--- src/rtl/spi_pkg.sv ---
// rtl/spi_pkg.sv - shared types and constants for the SPI arbiter slice
package spi_pkg;

   localparam int PKT_W         = 16;
   localparam int TO_CYCLES_DEF = 1023;

   typedef enum logic [2:0] {
      ST_IDLE    = 3'd0,
      ST_ISSUE   = 3'd1,
      ST_WAIT_LO = 3'd2,
      ST_WAIT_HI = 3'd3,
      ST_ACK     = 3'd4
   } state_e;

   function automatic int id_w(input int n);
      return (n < 2) ? 1 : $clog2(n);
   endfunction

endpackage

--- src/rtl/spi_arbiter_if.sv ---
// rtl/spi_arbiter_if.sv - requester and SPI master signals around the arbiter
interface spi_arbiter_if #(parameter int NUM_REQ = 4);
   import spi_pkg::*;

   localparam int ID_W = id_w(NUM_REQ);

   logic [NUM_REQ-1:0]       req;
   logic [PKT_W*NUM_REQ-1:0] req_data;
   logic [NUM_REQ-1:0]       req_width8;
   logic [NUM_REQ-1:0]       req_pos_edge;
   logic [NUM_REQ-1:0]       ack;
   logic                     err;
   logic                     busy;
   logic [ID_W-1:0]          grant_id;
   logic                     spi_wrt;
   logic [PKT_W-1:0]         spi_data;
   logic                     spi_width8;
   logic                     spi_pos_edge;
   logic                     spi_done;
   logic                     spi_ss_n;
   logic [NUM_REQ-1:0]       ss_n_out;

   modport slave (
      input  req, req_data, req_width8, req_pos_edge, spi_done, spi_ss_n,
      output ack, err, busy, grant_id, spi_wrt, spi_data, spi_width8, spi_pos_edge, ss_n_out
   );

   modport master (
      output req, req_data, req_width8, req_pos_edge, spi_done, spi_ss_n,
      input  ack, err, busy, grant_id, spi_wrt, spi_data, spi_width8, spi_pos_edge, ss_n_out
   );

endinterface

--- src/rtl/spi_arbiter_rr_pick.sv ---
// rtl/spi_arbiter_rr_pick.sv - combinational round-robin select, first set req at or after ptr
module rr_pick #(
   parameter int N = 4,
   parameter int W = $clog2(N)
) (
   input  logic [N-1:0] req,
   input  logic [W-1:0] ptr,
   output logic [W-1:0] idx,
   output logic         valid
);

   function automatic logic [W-1:0] wrap_add(input logic [W-1:0] p, input int k);
      int s;
      s = int'(p) + k;
      if (s >= N) s = s - N;
      return W'(s);
   endfunction

   // Walk offsets from far to near so the nearest set request is the last write.
   always_comb begin
      idx   = '0;
      valid = 1'b0;
      for (int k = N - 1; k >= 0; k--) begin
         if (req[wrap_add(ptr, k)]) begin
            idx   = wrap_add(ptr, k);
            valid = 1'b1;
         end
      end
   end

endmodule

--- src/rtl/spi_arbiter.sv ---
// rtl/spi_arbiter.sv - round-robin sequencer sharing one SPI master among NUM_REQ requesters
module spi_arbiter
   import spi_pkg::*;
#(
   parameter int NUM_REQ   = 4,
   parameter int TO_CYCLES = TO_CYCLES_DEF
) (
   input  logic          clk,
   input  logic          rst_n,
   spi_arbiter_if.slave  bus
);

   localparam int ID_W  = id_w(NUM_REQ);
   localparam int CNT_W = (TO_CYCLES < 2) ? 1 : $clog2(TO_CYCLES + 1);
   localparam logic [CNT_W-1:0] TO_LIM  = CNT_W'(TO_CYCLES);
   localparam logic [ID_W-1:0]  LAST_ID = ID_W'(NUM_REQ - 1);

   state_e             state_q, state_d;
   logic [ID_W-1:0]    grant_q, grant_d;
   logic [ID_W-1:0]    ptr_q, ptr_d;
   logic [PKT_W-1:0]   data_q, data_d;
   logic               w8_q, w8_d;
   logic               pe_q, pe_d;
   logic               to_q, to_d;
   logic [CNT_W-1:0]   cnt_q, cnt_d;

   logic [ID_W-1:0]    pick_idx;
   logic               pick_valid;

   rr_pick #(.N(NUM_REQ), .W(ID_W)) u_rr_pick (
      .req   (bus.req),
      .ptr   (ptr_q),
      .idx   (pick_idx),
      .valid (pick_valid)
   );

   always_ff @(posedge clk or negedge rst_n) begin
      if (!rst_n) begin
         state_q <= ST_IDLE;
         grant_q <= '0;
         ptr_q   <= '0;
         data_q  <= '0;
         w8_q    <= 1'b0;
         pe_q    <= 1'b0;
         to_q    <= 1'b0;
         cnt_q   <= '0;
      end else begin
         state_q <= state_d;
         grant_q <= grant_d;
         ptr_q   <= ptr_d;
         data_q  <= data_d;
         w8_q    <= w8_d;
         pe_q    <= pe_d;
         to_q    <= to_d;
         cnt_q   <= cnt_d;
      end
   end

   always_comb begin
      state_d = state_q;
      grant_d = grant_q;
      ptr_d   = ptr_q;
      data_d  = data_q;
      w8_d    = w8_q;
      pe_d    = pe_q;
      to_d    = to_q;
      cnt_d   = cnt_q;
      case (state_q)
         ST_IDLE: begin
            cnt_d = '0;
            if (pick_valid) begin
               grant_d = pick_idx;
               data_d  = bus.req_data[int'(pick_idx)*PKT_W +: PKT_W];
               w8_d    = bus.req_width8[pick_idx];
               pe_d    = bus.req_pos_edge[pick_idx];
               to_d    = 1'b0;
               state_d = ST_ISSUE;
            end
         end
         ST_ISSUE: begin
            cnt_d   = cnt_q + 1'b1;
            state_d = ST_WAIT_LO;
         end
         // Done is still high from idle here; only a low level proves the master started.
         ST_WAIT_LO: begin
            cnt_d = cnt_q + 1'b1;
            if (!bus.spi_done) begin
               state_d = ST_WAIT_HI;
            end else if (TO_CYCLES != 0 && cnt_q == TO_LIM) begin
               to_d    = 1'b1;
               state_d = ST_ACK;
            end
         end
         ST_WAIT_HI: begin
            if (bus.spi_done) state_d = ST_ACK;
         end
         ST_ACK: begin
            ptr_d   = (grant_q == LAST_ID) ? '0 : grant_q + 1'b1;
            state_d = ST_IDLE;
         end
         default: state_d = ST_IDLE;
      endcase
   end

   always_comb begin
      bus.spi_wrt      = (state_q == ST_ISSUE);
      bus.busy         = (state_q != ST_IDLE);
      bus.err          = (state_q == ST_ACK) && to_q;
      bus.ack          = '0;
      if (state_q == ST_ACK) bus.ack[grant_q] = 1'b1;
      bus.grant_id     = grant_q;
      bus.spi_data     = data_q;
      bus.spi_width8   = w8_q;
      bus.spi_pos_edge = pe_q;
      bus.ss_n_out     = '1;
      bus.ss_n_out[grant_q] = bus.spi_ss_n;
   end

endmodule

--- src/flat_wrapper.sv ---
// flat-port wrapper written by rule: the top's interface ports become plain ports
module spi_arbiter_flat import spi_pkg::*;
#(
   parameter int NUM_REQ   = 4,
   parameter int TO_CYCLES = TO_CYCLES_DEF
)
  (clk, rst_n, bus_req, bus_req_data, bus_req_width8, bus_req_pos_edge, bus_spi_done, bus_spi_ss_n, bus_ack, bus_err, bus_busy, bus_grant_id, bus_spi_wrt, bus_spi_data, bus_spi_width8, bus_spi_pos_edge, bus_ss_n_out);
  spi_arbiter_if #(.NUM_REQ(NUM_REQ)) bus_i ();
  input  logic clk;
  input  logic rst_n;
  input wire logic [$bits(bus_i.req)-1:0] bus_req;
  input wire logic [$bits(bus_i.req_data)-1:0] bus_req_data;
  input wire logic [$bits(bus_i.req_width8)-1:0] bus_req_width8;
  input wire logic [$bits(bus_i.req_pos_edge)-1:0] bus_req_pos_edge;
  input wire logic [$bits(bus_i.spi_done)-1:0] bus_spi_done;
  input wire logic [$bits(bus_i.spi_ss_n)-1:0] bus_spi_ss_n;
  output wire logic [$bits(bus_i.ack)-1:0] bus_ack;
  output wire logic [$bits(bus_i.err)-1:0] bus_err;
  output wire logic [$bits(bus_i.busy)-1:0] bus_busy;
  output wire logic [$bits(bus_i.grant_id)-1:0] bus_grant_id;
  output wire logic [$bits(bus_i.spi_wrt)-1:0] bus_spi_wrt;
  output wire logic [$bits(bus_i.spi_data)-1:0] bus_spi_data;
  output wire logic [$bits(bus_i.spi_width8)-1:0] bus_spi_width8;
  output wire logic [$bits(bus_i.spi_pos_edge)-1:0] bus_spi_pos_edge;
  output wire logic [$bits(bus_i.ss_n_out)-1:0] bus_ss_n_out;
  assign bus_i.req = bus_req;
  assign bus_i.req_data = bus_req_data;
  assign bus_i.req_width8 = bus_req_width8;
  assign bus_i.req_pos_edge = bus_req_pos_edge;
  assign bus_i.spi_done = bus_spi_done;
  assign bus_i.spi_ss_n = bus_spi_ss_n;
  assign bus_ack = bus_i.ack;
  assign bus_err = bus_i.err;
  assign bus_busy = bus_i.busy;
  assign bus_grant_id = bus_i.grant_id;
  assign bus_spi_wrt = bus_i.spi_wrt;
  assign bus_spi_data = bus_i.spi_data;
  assign bus_spi_width8 = bus_i.spi_width8;
  assign bus_spi_pos_edge = bus_i.spi_pos_edge;
  assign bus_ss_n_out = bus_i.ss_n_out;
  spi_arbiter #(.NUM_REQ(NUM_REQ), .TO_CYCLES(TO_CYCLES)) u_core (.clk(clk), .rst_n(rst_n), .bus(bus_i));
endmodule
--- config.mk ---
export PLATFORM = sky130hd
export DESIGN_NAME = spi_arbiter_flat
export DESIGN_NICKNAME = d
export VERILOG_FILES = /design/src/rtl/spi_pkg.sv /design/src/rtl/spi_arbiter_if.sv /design/src/rtl/spi_arbiter_rr_pick.sv /design/src/rtl/spi_arbiter.sv /design/src/flat_wrapper.sv
export SDC_FILE = /design/constraint.sdc
export NUM_CORES = 1
export LEC_CHECK = 0
export CAP_MARGIN = 20
export CELL_PAD_IN_SITES_DETAIL_PLACEMENT = 1
export CELL_PAD_IN_SITES_GLOBAL_PLACEMENT = 1
export CORE_ASPECT_RATIO = 1.4
export CORE_MARGIN = 2
export CORE_UTILIZATION = 34
export CTS_BUF_LIST = sky130_fd_sc_hd__clkbuf_8
export CTS_CLUSTER_SIZE = 12
export DETAILED_ROUTE_END_ITERATION = 12
export GPL_ROUTABILITY_DRIVEN = 0
export PLACE_DENSITY_LB_ADDON = 0.25
export SYNTH_ARGS = -nofsm -noshare
export SYNTH_HDL_FRONTEND = slang
export SYNTH_SLANG_ARGS = --single-unit
export TNS_END_PERCENT = 5
--- constraint.sdc ---
create_clock -name clk -period 5.5 [get_ports clk]
set_clock_uncertainty 0.2 [all_clocks]
set_input_delay 0.825 -clock clk [delete_from_list [all_inputs] [get_ports clk]]
set_output_delay 0.825 -clock clk [all_outputs]
set_load 0.005 [all_outputs]
==> results.txt, run 1 <==
Initial antenna violation count: 0
Largest net degree at the start of global routing: 37
Fin crit share: 60.60%
Clock share of power: 16.7%
Req. time, crit path: 5.46 ns
Avg WL per Cell: 16.90 µm
Post-synth EDFFs: 0
Status: finished, final reports clean
CP Capture Type: register
WHS Endpoint: u_core.to_q
Fmax: 300.0 MHz
Pin slew with the least headroom to its limit: 1.051 ns
P_int: 972.0 µW
Input/output buffers: 110
Vias in the first global route: 2234
Drt initial violations: 96
Leak pwr: 1.586 nW
Worst r2r src: u_core.state_q[2]
Worst EP arrival: 3.29 ns
Nets: 412
CP Launch Type: input pin
Critical path class: input pin to register
First-pass GRT wire length: 11030 µm
Worst Hold Launch: u_core.to_q
Setup Buffers After CTS: 0
Total die area: 0.007740 mm²
Post-CTS Hold Fix Bufs: 0
CP max-delay cell: o221ai_4
Syn Inst Count: 221
Syn Nets: 306
VDD IR max: 0.1611 mV
Netlist cell types: 46
Async set or reset register ratio after synthesis: 100.0%
Fin Hold WS: 0.2993 ns
Flops & latches, synth: 36
Remaining design rule violation count: 0
Max incr delay on CP: 0.86 ns
Final setup viols: 0
Max Cap Viol: 0
Synthesis-to-finish area growth: 51.78%
Vias per cell: 5.125
Final global-route overflow total: 0
Combinational Power Share: 51.9%
Final Hold Fails: 0
Via count: 2168
Pwr Density: 430.4 mW/mm²
RSZ-0062 raised after global routing: false
Core Area: 0.006892 mm²
Starting density of the core: 34.75%
Detail Route Antenna Nets: 0
Insertion delay to the later sink of the worst-skew pair: 0.30 ns
ANT cells: 0
P_sw: 592.4 µW
H-tree depth: 2
Dpl hpwl: 5516 µm
Yosys warning count: 0
Top-level port count: 111
Crit path time final: 3.333 ns
Resized cells post-CTS: 0
Reg power frac: 31.4%
Worst rel slew slack: 29.94%
HP Class: register to register
Design area: 0.003635 mm²
Reg2Reg Capture Point: u_core.bus.spi_data[1]
Worst Reg-to-Reg Cells: 5
CTS tree: built
Final Max Slew Viols: 0
Worst Hold Depth: 1
Clock root cell: clkbuf_8
Total routed wirelength: 7149 µm
Buffer depth of the longest clock path: 2
Dpl cell area: 0.003508 mm²
Die height: 103.3 µm
CTS Buf Count: 5
CTS clock-pin slew for the worst setup and hold paths: 0.08 ns
Syn Std Cell Area: 0.002395 mm²
Layout cells sized above 1: 9.146%
Die X: 74.93 µm
Syn_area_per_cell: 10.84 µm²
Worst-path maximum fanout: 26
Switching Share: 37.87%
Sequential share of the synthesized area: 37.62%
Reg2Reg Setup Slack: 2.64 ns
Num rows: 36
First-pass DRT Iterations: 4
Setup tns final: 0 ns
CTS sink count: 36
Primary FF master, synth: dfrtp_1
Cell Chain, Critical Path: clkdlybuf4s50_1 -> a21boi_0 -> o221ai_4 -> buf_4 -> mux2i_1 -> a2bb2oi_2 -> o21ai_2
Total Routing Usage GR: 19.05%
## Yosys cell counts (3+ instances only)
master      n  area [µm²]
a21oi_1     9       45.04
a2bb2oi_1   9       78.83
a2bb2oi_2  10       150.1
and3_1      5       31.28
buf_12      3       60.06
buf_6       3       33.78
clkbuf_1    3       11.26
dfrtp_1    36       900.9
ha_1        5       62.56
inv_1       9       33.78
maj3_1      5       50.05
mux2i_1    38       380.4
nand2_1    12       45.04
nand2b_1    7       43.79
nor2_1     11       41.29
o21ai_0     9       45.04
o21ai_1    10       50.05
## area by class of cell
cell class / instances / area [µm²]
multi-input cells: 163 / 1344
inverters: 9 / 33.78
fillers: 777 / 3257
repair buffers: 112 / 1111
flip-flops and latches: 36 / 900.9
well taps: 95 / 118.9
clock buffers: 7 / 96.34
clock inverters: 1 / 30.03
## registers in the layout (all words and copies together) (netlist names)
name,flops
u_core.bus.grant_id,2
u_core.to_q,1
u_core.bus.spi_data,16
u_core.ptr_q,2
u_core.cnt_q,10
u_core.bus.spi_pos_edge,1
u_core.state_q,3
u_core.bus.spi_width8,1
## worst max path at each step
stage / startpoint / to / slack, ns / cells after the start
after CTS: bus_req[0] / u_core.bus.spi_data[7] / 2.13 / 7
final: bus_req[0] / u_core.bus.spi_data[7] / 2.17 / 7
after global routing: bus_req[0] / u_core.bus.spi_data[7] / 1.99 / 7
after floorplan: bus_req[2] / u_core.bus.spi_data[7] / 3.14 / 7
after detailed placement: bus_req[0] / u_core.bus.spi_data[7] / 1.82 / 7
after global placement: bus_req[3] / u_core.bus.spi_data[6] / 1.85 / 6
## routing by layer
metal | global-route usage, % | share of wire [%] | wire length (µm)
met1 | 20.57 | 37 | 2680
met3 | 5.329 | 5.4 | 385
met4 | 6.319 | 1.2 | 87
met5 | 0 | 0 | 0
met2 | 35.02 | 56 | 3995
## placed cells by master, fill, tap and decap left out, drive strengths merged, types with 3 or more instances in the layout
cell type / count
nor2: 12
inv: 9
a2bb2oi: 19
nand2: 12
ha: 5
a21oi: 9
nand3: 3
nand2b: 7
clkdlybuf4s50: 109
maj3: 5
and3: 5
buf: 3
o21ai: 20
dfrtp: 36
mux2i: 38
clkbuf: 7
## metrics by stage
step / worst slack, ns / utilization [%] / total power, mW / instances
floorplan: 3.145 / - / 0.9911 / 221
global placement: 1.850 / 50.91 / 1.291 / 415
detailed placement: 1.820 / 50.91 / 1.316 / 415
CTS: 2.133 / 52.74 / 1.587 / 423
global route: 1.990 / 52.74 / 1.681 / 423
finish: 2.167 / 52.74 / 1.564 / 423
## power by group through the flow
stage	logic, mW	clock network [mW]	registers, mW
floorplan	0.539	0	0.452
global placement	0.801	0	0.490
detailed placement	0.821	0	0.495
CTS	0.826	0.269	0.493
global route	0.892	0.279	0.510
finish	0.811	0.262	0.491
## worst max-delay path, delay by kind of cell
family	cells	cell delay (ns)
mux	1	0.27
buf+inv	2	0.92
compound gates	4	1.28
## logic make-up (layout without fill, tap and decap cells)
| family | Yosys count | in the layout | synth area share (%) |
|---|---|---|---|
| multiplexers | 40 | 40 | 16.82 |
| flip-flops | 36 | 36 | 37.62 |
| adder cells (fa/ha/maj) | 10 | 10 | 4.702 |
| buffers and inverters | 22 | 129 | 6.740 |
| AND/OR/NAND/NOR | 49 | 49 | 11.81 |
| AO/OA/AOI/OAI | 64 | 64 | 22.31 |
Power figures use the tool's default switching activity.
==> inputs of run 2 (changes only) <==
--- a/config.mk
+++ b/config.mk
@@ -10,7 +10,7 @@
 export CELL_PAD_IN_SITES_GLOBAL_PLACEMENT = 1
 export CORE_ASPECT_RATIO = 1.4
 export CORE_MARGIN = 2
-export CORE_UTILIZATION = 34
+export CORE_UTILIZATION = 32
 export CTS_BUF_LIST = sky130_fd_sc_hd__clkbuf_8
 export CTS_CLUSTER_SIZE = 12
 export DETAILED_ROUTE_END_ITERATION = 12
==> constraint.sdc (replaced) <==
create_clock -name clk -period 3.1 [get_ports clk]
set_clock_uncertainty 0.2 [all_clocks]
set_input_delay 0.465 -clock clk [delete_from_list [all_inputs] [get_ports clk]]
set_output_delay 0.465 -clock clk [all_outputs]
set_load 0.005 [all_outputs]
==> run 2 against run 1 <==
Against the previous run:
- sequential share of layout area rose by 0.13 points
- first-iteration DRC count fell by 56%
- die area rose by 6.0%
- global-route usage fell by 1.3 points
- clock-buffer cell count fell by 2
- hold slack got worse by 0.22 ns
- sequential cell count did not move
- register-to-register slack got worse by 1.8 ns
- final cell count rose by 0.71%
- critical endpoint is now bus_ack[3]
- highest routed layer unchanged
==> results.txt, run 2 (synthesized netlist as in run 1, its figures left out) <==
Finished Layout Cells: 426 (+0.71%)
Drt initial violations: 42 (-56%)
Total Routing Usage GR: 17.73% (-1.3 points)
Via count: 2139 (-1.3%)
Avg WL per Cell: 16.51 µm (-2.3%)
Synthesis-to-finish area growth: 50.99%
Critical path class: register to output pin
Final global-route overflow total: 0 (unchanged)
Flip-flop count of the largest register after layout: 16 (unchanged)
H-tree depth: 2 (unchanged)
Worst-path maximum fanout: 13 (-50%)
Max Cap Viol: 0 (unchanged)
Starting density of the core: 32.74% (-2.0 points)
Layout fillers: 848 (+9.1%)
CP Launch Type: register
Global routing's busiest layer: met2
Final Max Slew Viols: 0 (unchanged)
Core Area: 0.007315 mm² (+6.1%)
Dpl hpwl: 5468 µm (-0.86%)
Post-CTS Hold Fix Bufs: 0 (unchanged)
Total die area: 0.008202 mm² (+6.0%)
ANT cells: 0 (unchanged)
Fin Hold WS: 0.08117 ns (-0.2181 ns)
Nets: 414 (+0.49%)
Slack of the critical path: 0.6186 ns (-1.549 ns)
Setup Buffers After CTS: 0 (unchanged)
Die height: 106.4 µm (+3.0%)
Vias in the first global route: 2340 (+4.7%)
Most common cell after layout, fill and taps aside: clkdlybuf4s50_1
CTS sink count: 36 (unchanged)
Grt met1 use: 18.50% (-2.1 points)
Final Hold Fails: 0 (unchanged)
Clock root cell: clkbuf_8
Final setup viols: 0 (unchanged)
Setup tns final: 0 ns (unchanged)
Die X: 77.12 µm (+2.9%)
Status: finished, final reports clean
Worst EP arrival: 1.82 ns (-1.47 ns)
Pin slew with the least headroom to its limit: 0.8828 ns (-0.1680 ns)
Worst r2r src: u_core.ptr_q[1]
Remaining design rule violation count: 0 (unchanged)
Insertion delay to the later sink of the worst-skew pair: 0.29 ns (about the same)
Worst rel slew slack: 41.10% (+11 points)
Input/output buffers: 110 (unchanged)
First-pass GRT wire length: 11470 µm (+4.0%)
RSZ-0062 raised after global routing: false
Met2 Resource Use GR: 33.15% (-1.9 points)
Buffer depth of the longest clock path: 2 (unchanged)
CTS Buf Count: 5 (unchanged)
Req. time, crit path: 2.43 ns (-3.03 ns)
Top-level port count: 111 (unchanged)
CTS tree: built
First-pass DRT Iterations: 4 (unchanged)
Vias per cell: 5.021 (-2.0%)
Total routed wirelength: 7034 µm (-1.6%)
HP Class: input pin to asynchronous set/reset pin
Reg2Reg Setup Slack: 0.82 ns (-1.82 ns)
Crit path time final: 2.481 ns
Largest net degree at the start of global routing: 37 (unchanged)
CP Capture Type: output pin
Fin crit share: 80.04%
CTS clock-pin slew for the worst setup and hold paths: 0.07 ns (about the same)
CP Launch Point: u_core.state_q[1]
Num rows: 37 (+2.8%)
Layout cells sized above 1: 9.119% (-0.028 points)
Leak pwr: 1.581 nW (-0.31%)
Total power draw: 2.641 mW (+69%)
Placed Cells: 419 (+0.96%)
Met3 Usage GRT: 5.348% (+0.019 points)
Detail Route Antenna Nets: 0 (unchanged)
Fmax: 403.0 MHz
Pwr Density: 730.4 mW/mm² (+70%)
DP Worst Slack: 0.3441 ns (-1.476 ns)
Resized cells post-CTS: 0 (unchanged)
VDD IR max: 0.2856 mV (+77%)
Initial antenna violation count: 0 (unchanged)
Most frequent cells in the layout: clkdlybuf4s50_1 (109), mux2i_1 (38), dfrtp_1 (36), nand2_1 (12), nor2_1 (11)
==> run 2: changes by cell type in the layout (fill, tap and decap cells not counted) <==
cell and delta:
buf_12 +1, bufinv_16 -1, buf_4 +1, inv_1 +1, clkbuf_8 -2, clkinv_2 +1
==> run 2: routing by layer <==
| metal | part of all wire (%) | vias to the layer above |
|---|---|---|
| met5 | 0 | - |
| met4 | 2.3 | 0 |
| met3 | 6.2 | 11 |
| met2 | 54 | 71 |
| met1 | 38 | 1017 |
| li1 | - | 1040 |
==> run 2: worst max-delay path, cell delays in order (launching register included) <==
cell and delay, ns:
dfrtp_1 0.57, nor2_8 0.25, and3_1 0.20, clkdlybuf4s50_1 0.50
==> run 2: final cells by class <==
| class | instances | area [µm²] | area share, % |
|---|---|---|---|
| tap | 97 | 121.4 | 3.356 |
| sequential | 36 | 900.9 | 24.91 |
| inverter | 9 | 33.78 | 0.9343 |
| multi-input combinational | 163 | 1344 | 37.16 |
| clock inverter | 2 | 8.758 | 0.2422 |
| clock buffer | 5 | 68.82 | 1.903 |
| timing repair buffer | 114 | 1139 | 31.49 |
==> run 2: path summary, 6_finish.rpt <==
check,to,cells past startpoint
hold / removal,u_core.state_q[2],1
hold reg to reg,u_core.bus.spi_data[2],2
max in group asynchronous,u_core.bus.spi_data[7],1
setup / recovery,bus_ack[3],3
setup reg to reg,u_core.bus.spi_data[1],6
min in group clk,u_core.bus.spi_data[2],2
==> run 2: where the power goes <==
group | switching, mW | total (mW) | internal, mW
Clock | 0.172 | 0.321 | 0.150
Sequential | 0.194 | 0.844 | 0.650
Combinational | 0.671 | 1.48 | 0.805
Total | 1.04 | 2.64 | 1.60
==> run 2: per-stage QoR <==
stage	utilization (%)	cell area [µm²]
3_3_place_gp	48.38	3538
4_1_cts	49.44	3616
6_report	49.44	3616
5_1_grt	49.44	3616
2_1_floorplan	-	2395
3_5_place_dp	48.38	3538
==> inputs of run 3 (changes only) <==
--- a/config.mk
+++ b/config.mk
@@ -10,7 +10,7 @@
 export CELL_PAD_IN_SITES_GLOBAL_PLACEMENT = 1
 export CORE_ASPECT_RATIO = 1.4
 export CORE_MARGIN = 2
-export CORE_UTILIZATION = 32
+export CORE_UTILIZATION = 29
 export CTS_BUF_LIST = sky130_fd_sc_hd__clkbuf_8
 export CTS_CLUSTER_SIZE = 12
 export DETAILED_ROUTE_END_ITERATION = 12
==> constraint.sdc (replaced) <==
create_clock -name clk -period 2.2 [get_ports clk]
set_clock_uncertainty 0.2 [all_clocks]
set_input_delay 0.33 -clock clk [delete_from_list [all_inputs] [get_ports clk]]
set_output_delay 0.33 -clock clk [all_outputs]
set_load 0.005 [all_outputs]
==> run 3 against run 2 <==
Against the previous run:
- the flow now finishes with violations (setup timing)
- register-to-register slack got worse by 0.65 ns
- combinational power increased by 69%
- non-clock buffer count increased by 26
- first-iteration DRC count increased by 55%
- utilization decreased by 0.87 points
- wire length increased by 6.9%
- clock power increased by 40%
- critical path type unchanged
- largest cell class unchanged
- largest power group unchanged
==> results.txt, run 3 (synthesized netlist as in run 1, its figures left out) <==
Status: complete, but fails checks
Failing checks: setup timing
Total routed wirelength: 7517 µm (+6.9%)
Slack of the critical path: -0.009878 ns (-0.6285 ns)
First-pass DRT Iterations: 2 (-2)
Die height: 111.5 µm (+4.9%)
Input/output buffers: 110 (unchanged)
CTS tree: built
HP Class: register to register
Pin slew with the least headroom to its limit: 0.4657 ns (-0.4172 ns)
Req. time, crit path: 1.67 ns (-0.76 ns)
Die X: 80.80 µm (+4.8%)
Most common cell after layout, fill and taps aside: clkdlybuf4s50_1
Drt initial violations: 65 (+55%)
Most frequent cells in the layout: clkdlybuf4s50_1 (106), mux2i_1 (37), dfrtp_1 (31), buf_4 (24)
Nets: 440 (+6.3%)
Worst-path maximum fanout: 4 (-9)
Initial antenna violation count: 0 (unchanged)
Top layer in use: met4
Core Area: 0.008100 mm² (+11%)
Total die area: 0.009011 mm² (+9.9%)
Final Max Slew Viols: 0 (unchanged)
ANT cells: 0 (unchanged)
Flip-flop count of the largest register after layout: 16 (unchanged)
Core Util, Final: 48.56% (-0.87 points)
Wire length on met1: 2765 µm (+4.8%)
Final global-route overflow total: 0 (unchanged)
RSZ-0062 raised after global routing: true
Starting density of the core: 29.56% (-3.2 points)
Fmax: 452.5 MHz
Fin crit share: 100.4%
H-tree depth: 2 (unchanged)
Buffer depth of the longest clock path: 2 (unchanged)
Largest net degree at the start of global routing: 24 (-35%)
VDD IR max: 0.4391 mV (+54%)
Total Routing Usage GR: 17.37% (-0.36 points)
Pwr Density: 1051 mW/mm² (+44%)
Insertion delay to the later sink of the worst-skew pair: 0.29 ns (about the same)
Crit path time final: 2.210 ns
Dpl hpwl: 5972 µm (+9.2%)
Synthesis-to-finish area growth: 64.26%
Design area: 0.003934 mm² (+8.8%)
Vias per cell: 5.024 (about the same)
Leak pwr: 1.763 nW (+12%)
CP Capture Type: output pin
Final Hold Fails: 0 (unchanged)
CTS clock-pin slew for the worst setup and hold paths: 0.07 ns (about the same)
CP Launch Type: register
Vias in the first global route: 2447 (+4.6%)
Total power draw: 4.136 mW (+57%)
First-pass GRT wire length: 12130 µm (+5.7%)
Top-level port count: 111 (unchanged)
Final setup viols: 1 (+1)
Avg WL per Cell: 16.45 µm (-0.38%)
Max Cap Viol: 0 (unchanged)
CTS sink count: 36 (unchanged)
Critical path class: register to output pin
Remaining design rule violation count: 0 (unchanged)
Num rows: 39 (+5.4%)
Dpl cell area: 0.003752 mm² (+6.0%)
WL met3: 510 µm (+18%)
Worst EP arrival: 1.68 ns (-0.14 ns)
Clock root cell: clkbuf_8
Worst rel slew slack: 68.96% (+28 points)
Via count: 2296 (+7.3%)
CTS Buf Count: 5 (unchanged)
Layout cells sized above 1: 20.28% (+11 points)
Detail Route Antenna Nets: 0 (unchanged)
Detail Route met2 WL: 4103 µm (+8.0%)
## run 3: layout make-up
type / instances / area (µm²)
clock buffers: 5 / 68.82
clock inverters: 2 / 8.758
fillers: 918 / 4167
inverters: 9 / 33.78
multi-input cells: 163 / 1394
flip-flops and latches: 36 / 907.1
well taps: 102 / 127.6
repair buffers: 140 / 1394
## run 3: worst paths after layout
check,startpoint,to,slack [ns],cells after the start
max in group asynchronous,rst_n,u_core.bus.grant_id[0],0.99,3
min in group asynchronous,rst_n,u_core.to_q,0.32,2
worst min register to register,u_core.to_q,u_core.to_q,0.30,1
worst min-delay path,u_core.to_q,u_core.to_q,0.30,1
worst max register to register,u_core.ptr_q[1],u_core.bus.spi_data[0],0.17,6
worst max-delay path,u_core.bus.grant_id[0],bus_ack[2],-0.01,4
## run 3: repair_timing
action / in CTS / in global routing
hold buffers: 1 / 0
setup buffers: 2 / 2
resized for setup: 2 / 20
pin swaps: 1 / 1
endpoints found under the hold margin: 15 / 0
setup endpoints to repair: 7 / 12
## run 3: routing by layer
layer / up-vias / track usage [%]
met5: - / 0
met4: 0 / 4.520
met3: 9 / 5.267
met2: 82 / 31.90
met1: 1117 / 18.84
li1: 1088 / -
## run 3: where the power goes
part           switching (mW)  total [mW]  internal (mW)
Sequential              0.258        1.18          0.926
Combinational            1.08        2.50           1.42
Clock                   0.240       0.450          0.211
Total                    1.58        4.14           2.56
## run 3: per-stage QoR
stage	hold WS [ns]	TNS, ns	cells	worst slack (ns)
final	0.2994	-0.009878	457	-0.009878
after detailed placement	0.1094	-3.153	445	-0.2077
after global placement	0.09296	-2.725	445	-0.1906
after CTS	0.3021	-0.05522	455	-0.02927
after global routing	0.3278	-0.1480	457	-0.06385
after floorplan	-0.1656	0	221	0.2412
## run 3: critical path, cell delays in order, from the launching register on
cell,delay [ns]
dfrtp_2,0.44
inv_2,0.09
ha_2,0.21
and3_1,0.16
clkdlybuf4s50_1,0.49
